--- config.mk ---
export PLATFORM = sky130hd
export DESIGN_NAME = apb_timer_flat
export DESIGN_NICKNAME = d
export VERILOG_FILES = /design/src/rtl/apb_timer_pkg.sv /design/src/rtl/apb_timer_if.sv /design/src/rtl/apb_timer_core.sv /design/src/rtl/apb_timer.sv /design/src/flat_wrapper.sv
export SDC_FILE = /design/constraint.sdc
export NUM_CORES = 1
export LEC_CHECK = 0
export CORE_ASPECT_RATIO = 0.7
export CORE_MARGIN = 2
export CORE_UTILIZATION = 34
export CTS_CLUSTER_SIZE = 28
export DETAILED_ROUTE_END_ITERATION = 6
export PLACE_DENSITY = 0.55
export REMOVE_ABC_BUFFERS = 1
export SYNTH_ARGS = -nofsm -noshare
export SYNTH_HDL_FRONTEND = slang
export SYNTH_SLANG_ARGS = --single-unit
--- constraint.sdc ---
create_clock -name PCLK -period 2.1 [get_ports PCLK]
set_input_delay 0.315 -clock PCLK [delete_from_list [all_inputs] [get_ports PCLK]]
set_output_delay 0.315 -clock PCLK [all_outputs]
set_load 0.01 [all_outputs]
--- src/rtl/apb_timer_pkg.sv ---
// Shared register offsets and CTRL bit positions for the APB timer.
package apb_timer_pkg;

    localparam logic [2:0] ADDR_CTRL    = 3'd0;
    localparam logic [2:0] ADDR_LOAD    = 3'd1;
    localparam logic [2:0] ADDR_VALUE   = 3'd2;
    localparam logic [2:0] ADDR_INTSTAT = 3'd3;
    localparam logic [2:0] ADDR_PRESC   = 3'd4;

    localparam int CTRL_EN      = 0;
    localparam int CTRL_IE      = 1;
    localparam int CTRL_ONESHOT = 2;

    // Offsets 5..7 decode to nothing.
    function automatic logic addr_mapped(input logic [2:0] a);
        return a <= ADDR_PRESC;
    endfunction

endpackage

--- src/rtl/apb_timer_if.sv ---
// APB bus bundle between the bridge and the timer.
// PREADY/PSLVERR exist only when APB_TIMER_APB3_EN is defined.
interface apb_timer_if #(
    parameter int ADDRWIDTH = 16,
    parameter int DATAWIDTH = 32
);
    logic                 PSEL;
    logic                 PENABLE;
    logic [ADDRWIDTH-1:0] PADDR;
    logic                 PWRITE;
    logic [DATAWIDTH-1:0] PWDATA;
    logic [DATAWIDTH-1:0] PRDATA;
`ifdef APB_TIMER_APB3_EN
    logic                 PREADY;
    logic                 PSLVERR;

    modport master (output PSEL, PENABLE, PADDR, PWRITE, PWDATA,
                    input  PRDATA, PREADY, PSLVERR);
    modport slave  (input  PSEL, PENABLE, PADDR, PWRITE, PWDATA,
                    output PRDATA, PREADY, PSLVERR);
`else
    modport master (output PSEL, PENABLE, PADDR, PWRITE, PWDATA,
                    input  PRDATA);
    modport slave  (input  PSEL, PENABLE, PADDR, PWRITE, PWDATA,
                    output PRDATA);
`endif
endinterface

--- src/rtl/apb_timer_core.sv ---
// Prescaler plus 32-bit down-counter with periodic reload or one-shot stop.
module apb_timer_core #(
    parameter int DATAWIDTH   = 32,
    parameter int PRESC_WIDTH = 8
) (
    input  logic                   clk,
    input  logic                   rst_n,
    input  logic                   en,
    input  logic                   oneshot,
    input  logic [PRESC_WIDTH-1:0] presc,
    input  logic [DATAWIDTH-1:0]   load_val,
    input  logic                   load_wr,
    output logic [DATAWIDTH-1:0]   value,
    output logic                   expire,
    output logic                   en_clr
);

    logic [PRESC_WIDTH-1:0] presc_cnt;
    logic                   tick;

    // Compare against the live PRESC so a rewrite applies on the next compare.
    assign tick   = en && (presc_cnt == presc);
    assign expire = tick && (value == '0);
    assign en_clr = expire && oneshot;

    always_ff @(posedge clk or negedge rst_n) begin
        if (!rst_n)
            presc_cnt <= '0;
        else if (!en || tick)
            presc_cnt <= '0;
        else
            presc_cnt <= presc_cnt + 1'b1;
    end

    // A LOAD write beats any decrement or reload on the same edge.
    always_ff @(posedge clk or negedge rst_n) begin
        if (!rst_n)
            value <= '0;
        else if (load_wr)
            value <= load_val;
        else if (tick) begin
            if (value != '0)
                value <= value - 1'b1;
            else if (!oneshot)
                value <= load_val;
        end
    end

endmodule

--- src/rtl/apb_timer.sv ---
// APB timer top: bus decode, register file, sticky RAWINT and registered read mux.
// Optional APB3 PREADY/PSLVERR signalling is enabled with `define APB_TIMER_APB3_EN.
module apb_timer
    import apb_timer_pkg::*;
#(
    parameter int ADDRWIDTH   = 16,
    parameter int DATAWIDTH   = 32,
    parameter int PRESC_WIDTH = 8
) (
    input  logic      PCLK,
    input  logic      PRESETn,
    apb_timer_if.slave apb,
    output logic      TIMERINT
);

    logic [2:0]             addr;
    logic                   wr_en;
    logic                   rd_setup;
    logic [2:0]             ctrl_q;
    logic [DATAWIDTH-1:0]   load_q;
    logic [PRESC_WIDTH-1:0] presc_q;
    logic                   rawint;
    logic [DATAWIDTH-1:0]   value;
    logic                   expire;
    logic                   en_clr;
    logic                   load_wr;
    logic [DATAWIDTH-1:0]   rdata;
    logic                   unused_addr;

    assign addr        = apb.PADDR[4:2];
    assign unused_addr = ^{apb.PADDR[ADDRWIDTH-1:5], apb.PADDR[1:0]};
    assign rd_setup    = apb.PSEL && !apb.PENABLE && !apb.PWRITE;

`ifdef APB_TIMER_APB3_EN
    logic bad_acc;
    assign bad_acc     = !addr_mapped(addr) || (apb.PWRITE && addr == ADDR_VALUE);
    assign apb.PREADY  = 1'b1;
    assign apb.PSLVERR = apb.PSEL && apb.PENABLE && bad_acc;
    assign wr_en       = apb.PSEL && apb.PENABLE && apb.PWRITE && !bad_acc;
`else
    assign wr_en       = apb.PSEL && apb.PENABLE && apb.PWRITE;
`endif

    assign load_wr  = wr_en && (addr == ADDR_LOAD);
    assign TIMERINT = rawint & ctrl_q[CTRL_IE];

    apb_timer_core #(
        .DATAWIDTH  (DATAWIDTH),
        .PRESC_WIDTH(PRESC_WIDTH)
    ) u_core (
        .clk     (PCLK),
        .rst_n   (PRESETn),
        .en      (ctrl_q[CTRL_EN]),
        .oneshot (ctrl_q[CTRL_ONESHOT]),
        .presc   (presc_q),
        .load_val(load_wr ? apb.PWDATA : load_q),
        .load_wr (load_wr),
        .value   (value),
        .expire  (expire),
        .en_clr  (en_clr)
    );

    // Software CTRL write wins over the one-shot hardware clear of EN.
    always_ff @(posedge PCLK or negedge PRESETn) begin
        if (!PRESETn)
            ctrl_q <= '0;
        else if (wr_en && addr == ADDR_CTRL)
            ctrl_q <= apb.PWDATA[2:0];
        else if (en_clr)
            ctrl_q[CTRL_EN] <= 1'b0;
    end

    always_ff @(posedge PCLK or negedge PRESETn) begin
        if (!PRESETn) begin
            load_q  <= '0;
            presc_q <= '0;
        end else begin
            if (load_wr)
                load_q <= apb.PWDATA;
            if (wr_en && addr == ADDR_PRESC)
                presc_q <= apb.PWDATA[PRESC_WIDTH-1:0];
        end
    end

    // Expiry set outranks a same-edge W1C so no interrupt is lost.
    always_ff @(posedge PCLK or negedge PRESETn) begin
        if (!PRESETn)
            rawint <= 1'b0;
        else if (expire)
            rawint <= 1'b1;
        else if (wr_en && addr == ADDR_INTSTAT && apb.PWDATA[0])
            rawint <= 1'b0;
    end

    always_comb begin
        rdata = '0;
        case (addr)
            ADDR_CTRL:    rdata = DATAWIDTH'(ctrl_q);
            ADDR_LOAD:    rdata = load_q;
            ADDR_VALUE:   rdata = value;
            ADDR_INTSTAT: rdata = DATAWIDTH'(rawint);
            ADDR_PRESC:   rdata = DATAWIDTH'(presc_q);
            default:      rdata = '0;
        endcase
    end

    always_ff @(posedge PCLK or negedge PRESETn) begin
        if (!PRESETn)
            apb.PRDATA <= '0;
        else
            apb.PRDATA <= rd_setup ? rdata : '0;
    end

endmodule

--- src/flat_wrapper.sv ---
// flat-port wrapper written by rule: the top's interface ports become plain ports
module apb_timer_flat import apb_timer_pkg::*;
#(
    parameter int ADDRWIDTH   = 16,
    parameter int DATAWIDTH   = 32,
    parameter int PRESC_WIDTH = 8
)
  (PCLK, PRESETn, TIMERINT, apb_PSEL, apb_PENABLE, apb_PADDR, apb_PWRITE, apb_PWDATA, apb_PRDATA);
  apb_timer_if #(.ADDRWIDTH(ADDRWIDTH), .DATAWIDTH(DATAWIDTH)) apb_i ();
  input  logic PCLK;
  input  logic PRESETn;
  output logic TIMERINT;
  input wire logic [$bits(apb_i.PSEL)-1:0] apb_PSEL;
  input wire logic [$bits(apb_i.PENABLE)-1:0] apb_PENABLE;
  input wire logic [$bits(apb_i.PADDR)-1:0] apb_PADDR;
  input wire logic [$bits(apb_i.PWRITE)-1:0] apb_PWRITE;
  input wire logic [$bits(apb_i.PWDATA)-1:0] apb_PWDATA;
  output wire logic [$bits(apb_i.PRDATA)-1:0] apb_PRDATA;
  assign apb_i.PSEL = apb_PSEL;
  assign apb_i.PENABLE = apb_PENABLE;
  assign apb_i.PADDR = apb_PADDR;
  assign apb_i.PWRITE = apb_PWRITE;
  assign apb_i.PWDATA = apb_PWDATA;
  assign apb_PRDATA = apb_i.PRDATA;
  apb_timer #(.ADDRWIDTH(ADDRWIDTH), .DATAWIDTH(DATAWIDTH), .PRESC_WIDTH(PRESC_WIDTH)) u_core (.PCLK(PCLK), .PRESETn(PRESETn), .apb(apb_i), .TIMERINT(TIMERINT));
endmodule
==> results.yml <==
status:
  outcome: "finished with violations"
  failed_checks: "negative hold slack, negative setup slack"
drt:
  detail_route.drc_violations: 0
  drt_first_iter_violations: 541
  postRouteWirelength_mm: 21.9
  routed_via_density: 5.40
  drt-pass1-iter-count: 5
  num_vias: 6243
  drt.antenna.violating_nets: 0
  wl_per_cell_um: 19.0
clock_tree:
  cts_made_buffers: 17
  clkLatencyLatePin_ps: 430
  cts_hold_repair.buffers: 0
  path_clk_slew_ps: 60
  cts.path.max_buffers: 2
  cts.root.buffer_cell: "sky130_fd_sc_hd__clkbuf_16"
  htree_levels: 4
  tritoncts_clock_tree: "yes"
  clock-sinks: 116
grt:
  grt_pass1_vias: 6023
  grt_pass1_wl_mm: 34.1
  grtUsageTotal_pct: 23.5
  grt_remaining_overflow: 0
  grt_start_max_net_pins: 117
  initial_antenna_violation_count: 0
critical_path:
  worst_path_largest_cell_delay_ps: 560
  setup.worst_path.end_class: "flip-flop"
  data_arrival_time_at_the_worst_slack_endpoint_ps: 2690
  path_type_of_the_worst_setup_path: "flip-flop to flip-flop"
  cp_slowest_cell: "sky130_fd_sc_hd__or4_4"
  critical_path.n_buffers_inverters: 0
  r2r_slack_ps: -230
  timing.critical_path.max_delay_family: "simple AND/OR/NAND/NOR gates"
  critical-path-top-cell-by-count: "sky130_fd_sc_hd__or4_4"
  cp_data_required_time_ps: 2470
  critical_path.max_fanout: 2
  worst_setup_path_start_kind: "flip-flop"
  timing.critical_path.cells: "or4_4, nor3_4, or4b_4, or4_4, nand3_2, a32o_2"
hold_path:
  hold_path_class: "primary input to asynchronous set/reset pin"
final_layout:
  layout-drive-gt1-share_pct: 36.5
  layout.cells.most_common: "sky130_fd_sc_hd__buf_4"
  layout_common_cells: "sky130_fd_sc_hd__buf_4 (161), sky130_fd_sc_hd__dfrtp_1 (114), sky130_fd_sc_hd__nand2_1 (93), sky130_fd_sc_hd__clkdlybuf4s50_1 (71), sky130_fd_sc_hd__nor2_1 (69)"
  fin_area_um2: 9790
  final_nets: 963
  area_delta_synth_final_pct: 58.3
  n_antenna_cell: 0
  fill_cells: 1621
floorplan:
  floorplan.core_area_um2: 17900
  rows: 41
  io_pins: 86
  fp.dieH_um: 117
  die_width_um: 165
  initial_core_util_pct: 34.6
  die_area_um2: 19300
sta:
  fin_worst_hold_slack_ps: -26.7
  setup_violations: 30
  final.setup_skew_ps: 9.27
  finalWorstPathRequiredPeriod_ps: 2330
  timing.final.hold_violations: 14
  fin_ws_ps: -228
  slew_hr_pct: 57.0
  final_max_slew_viols: 0
  final.period_utilization_pct: 111
  max_clock_freq_mhz: 430
  timing_worst_slew_pin_value_ps: 645
  rsz0062_at_grt: "yes"
yosys:
  yosys.cell_types.count: 70
  synthesis.area_um2: 6190
  edff_count_synth: 0
  syn_inst: 650
  share_of_the_yosys_chip_area_belonging_to_registers_pct: 46.9
  yosys_warnings: 0
  synth_flop_cell: "sky130_fd_sc_hd__dfrtp_1"
  postSynthRegisterBits: 116
  post_synth.cell_area_avg_um2: 9.52
  async_reset_ff_share_pct: 100
placed_design:
  dp_worst_setup_slack_ps: -284
  dp.final_hpwl_mm: 15.3
  place_area_um2: 8300
  place.port_buffers: 72
  globalplace.congestion: 0.895
pwr:
  cellLeakagePower_nw: 4.28
  power_density_nw_per_um2: 848
  peakVddDrop_v: 0.000458
flow_run:
  timing.max_cap.violations: 0
layout make-up:
cell class / instances / area [um2] / area share (%)
clock buffers: 23 / 468 / 4.78
repair buffers: 277 / 2520 / 25.7
multi-input cells: 490 / 3460 / 35.3
clock inverters: 9 / 128 / 1.30
well taps: 236 / 295 / 3.01
flip-flops and latches: 116 / 2910 / 29.7
inverters: 5 / 18.8 / 0.192
flip-flops by register name (all words and copies together) (netlist names):
register	cells
u_core.presc_q	8
u_core.load_q	32
u_core.rawint	1
u_core.u_core.value	32
u_core.apb.PRDATA	32
u_core.u_core.presc_cnt	8
u_core.ctrl_q	3
power breakdown:
| group | internal (W) | switching (W) |
|---|---|---|
| logic | 0.00124 | 0.00119 |
| registers | 0.00258 | 0.000322 |
| clock network | 0.00192 | 0.00106 |
cell families after synthesis:
family	Yosys count	synth area share, %
buffers and inverters	45	3.66
AND/OR/NAND/NOR	293	25.6
multiplexers	17	3.15
flip-flops	116	46.9
AO/OA/AOI/OAI	156	17.2
adder cells (fa/ha/maj)	3	0.607
XOR/XNOR	20	2.83
routing by layer:
| layer | up-vias | GRT usage (%) | share of wire, % |
|---|---|---|---|
| li1 | 2898 | - | - |
| met5 | - | 0 | 0 |
| met1 | 3110 | 36.5 | 50 |
| met2 | 217 | 32.8 | 41 |
| met4 | 0 | 6.20 | 1.2 |
| met3 | 18 | 5.14 | 7.1 |
Yosys cell counts, drive strengths merged, types with 2 or more instances:
| cell type | instances | area (um2) |
|---|---|---|
| and3 | 8 | 50.1 |
| a31oi | 15 | 93.8 |
| nor2 | 74 | 293 |
| xor2 | 12 | 105 |
| a21o | 6 | 45.0 |
| nand2b | 3 | 18.8 |
| clkbuf | 32 | 153 |
| ha | 3 | 37.5 |
| nand3b | 7 | 52.6 |
| dfrtp | 116 | 2900 |
| nor4b | 6 | 58.8 |
| a32o | 6 | 61.3 |
| nand4b | 2 | 17.5 |
| xnor2 | 8 | 70.1 |
| nand4 | 7 | 77.6 |
| or4 | 9 | 78.8 |
| o31ai | 3 | 27.5 |
| a21oi | 28 | 151 |
| nor3 | 21 | 171 |
| buf | 8 | 55.1 |
| or2 | 2 | 12.5 |
| a221o | 7 | 70.1 |
| o21ai | 38 | 201 |
| a31o | 3 | 26.3 |
| and2 | 7 | 43.8 |
| inv | 5 | 18.8 |
| or3 | 6 | 37.5 |
| mux2i | 6 | 60.1 |
| o211ai | 5 | 37.5 |
| a22oi | 33 | 248 |
| nor4 | 17 | 134 |
| and4 | 3 | 26.3 |
| nand2 | 99 | 372 |
| nor2b | 4 | 25.0 |
| a221oi | 2 | 17.5 |
| mux2 | 10 | 113 |
| nand3 | 13 | 65.1 |
| nor3b | 3 | 32.5 |
through the flow:
stage	TNS [ps]	util, %	instances	total power, W
final	-2380	54.7	1156	0.00831
after global routing	-5630	54.7	1156	0.00868
after CTS	-2150	52.8	1144	0.00812
after detailed placement	-6390	46.4	1083	0.00497
after global placement	-5020	46.4	1083	0.00493
after floorplan	-43210	-	610	0.00385
worst paths after layout:
kind / from / to / cells past startpoint
max in group asynchronous: PRESETn / u_core.u_core.value[0] / 2
hold reg to reg: u_core.load_q[25] / u_core.load_q[25] / 2
setup / recovery: u_core.u_core.value[22] / u_core.u_core.value[25] / 6
setup reg to reg: u_core.u_core.value[22] / u_core.u_core.value[25] / 6
min in group PCLK: apb_PWDATA[20] / u_core.load_q[20] / 3
hold / removal: PRESETn / u_core.apb.PRDATA[22] / 2
worst register-to-register path, cell delays in order (launching register included):
cell	delay, ps
sky130_fd_sc_hd__dfrtp_1	400
sky130_fd_sc_hd__or4_4	560
sky130_fd_sc_hd__nor3_4	170
sky130_fd_sc_hd__or4b_4	490
sky130_fd_sc_hd__or4_4	440
sky130_fd_sc_hd__nand3_2	90
sky130_fd_sc_hd__a32o_2	120
what timing repair did:
item                       4_1_cts  5_1_grt
setup endpoints to repair       32       33
hold endpoints to repair         0        0
gates cloned                     2        1
pin swaps                       23       61
buffers inserted                27       13
resized for setup               75       61
No activity file was read; power rests on OpenSTA's default activity.
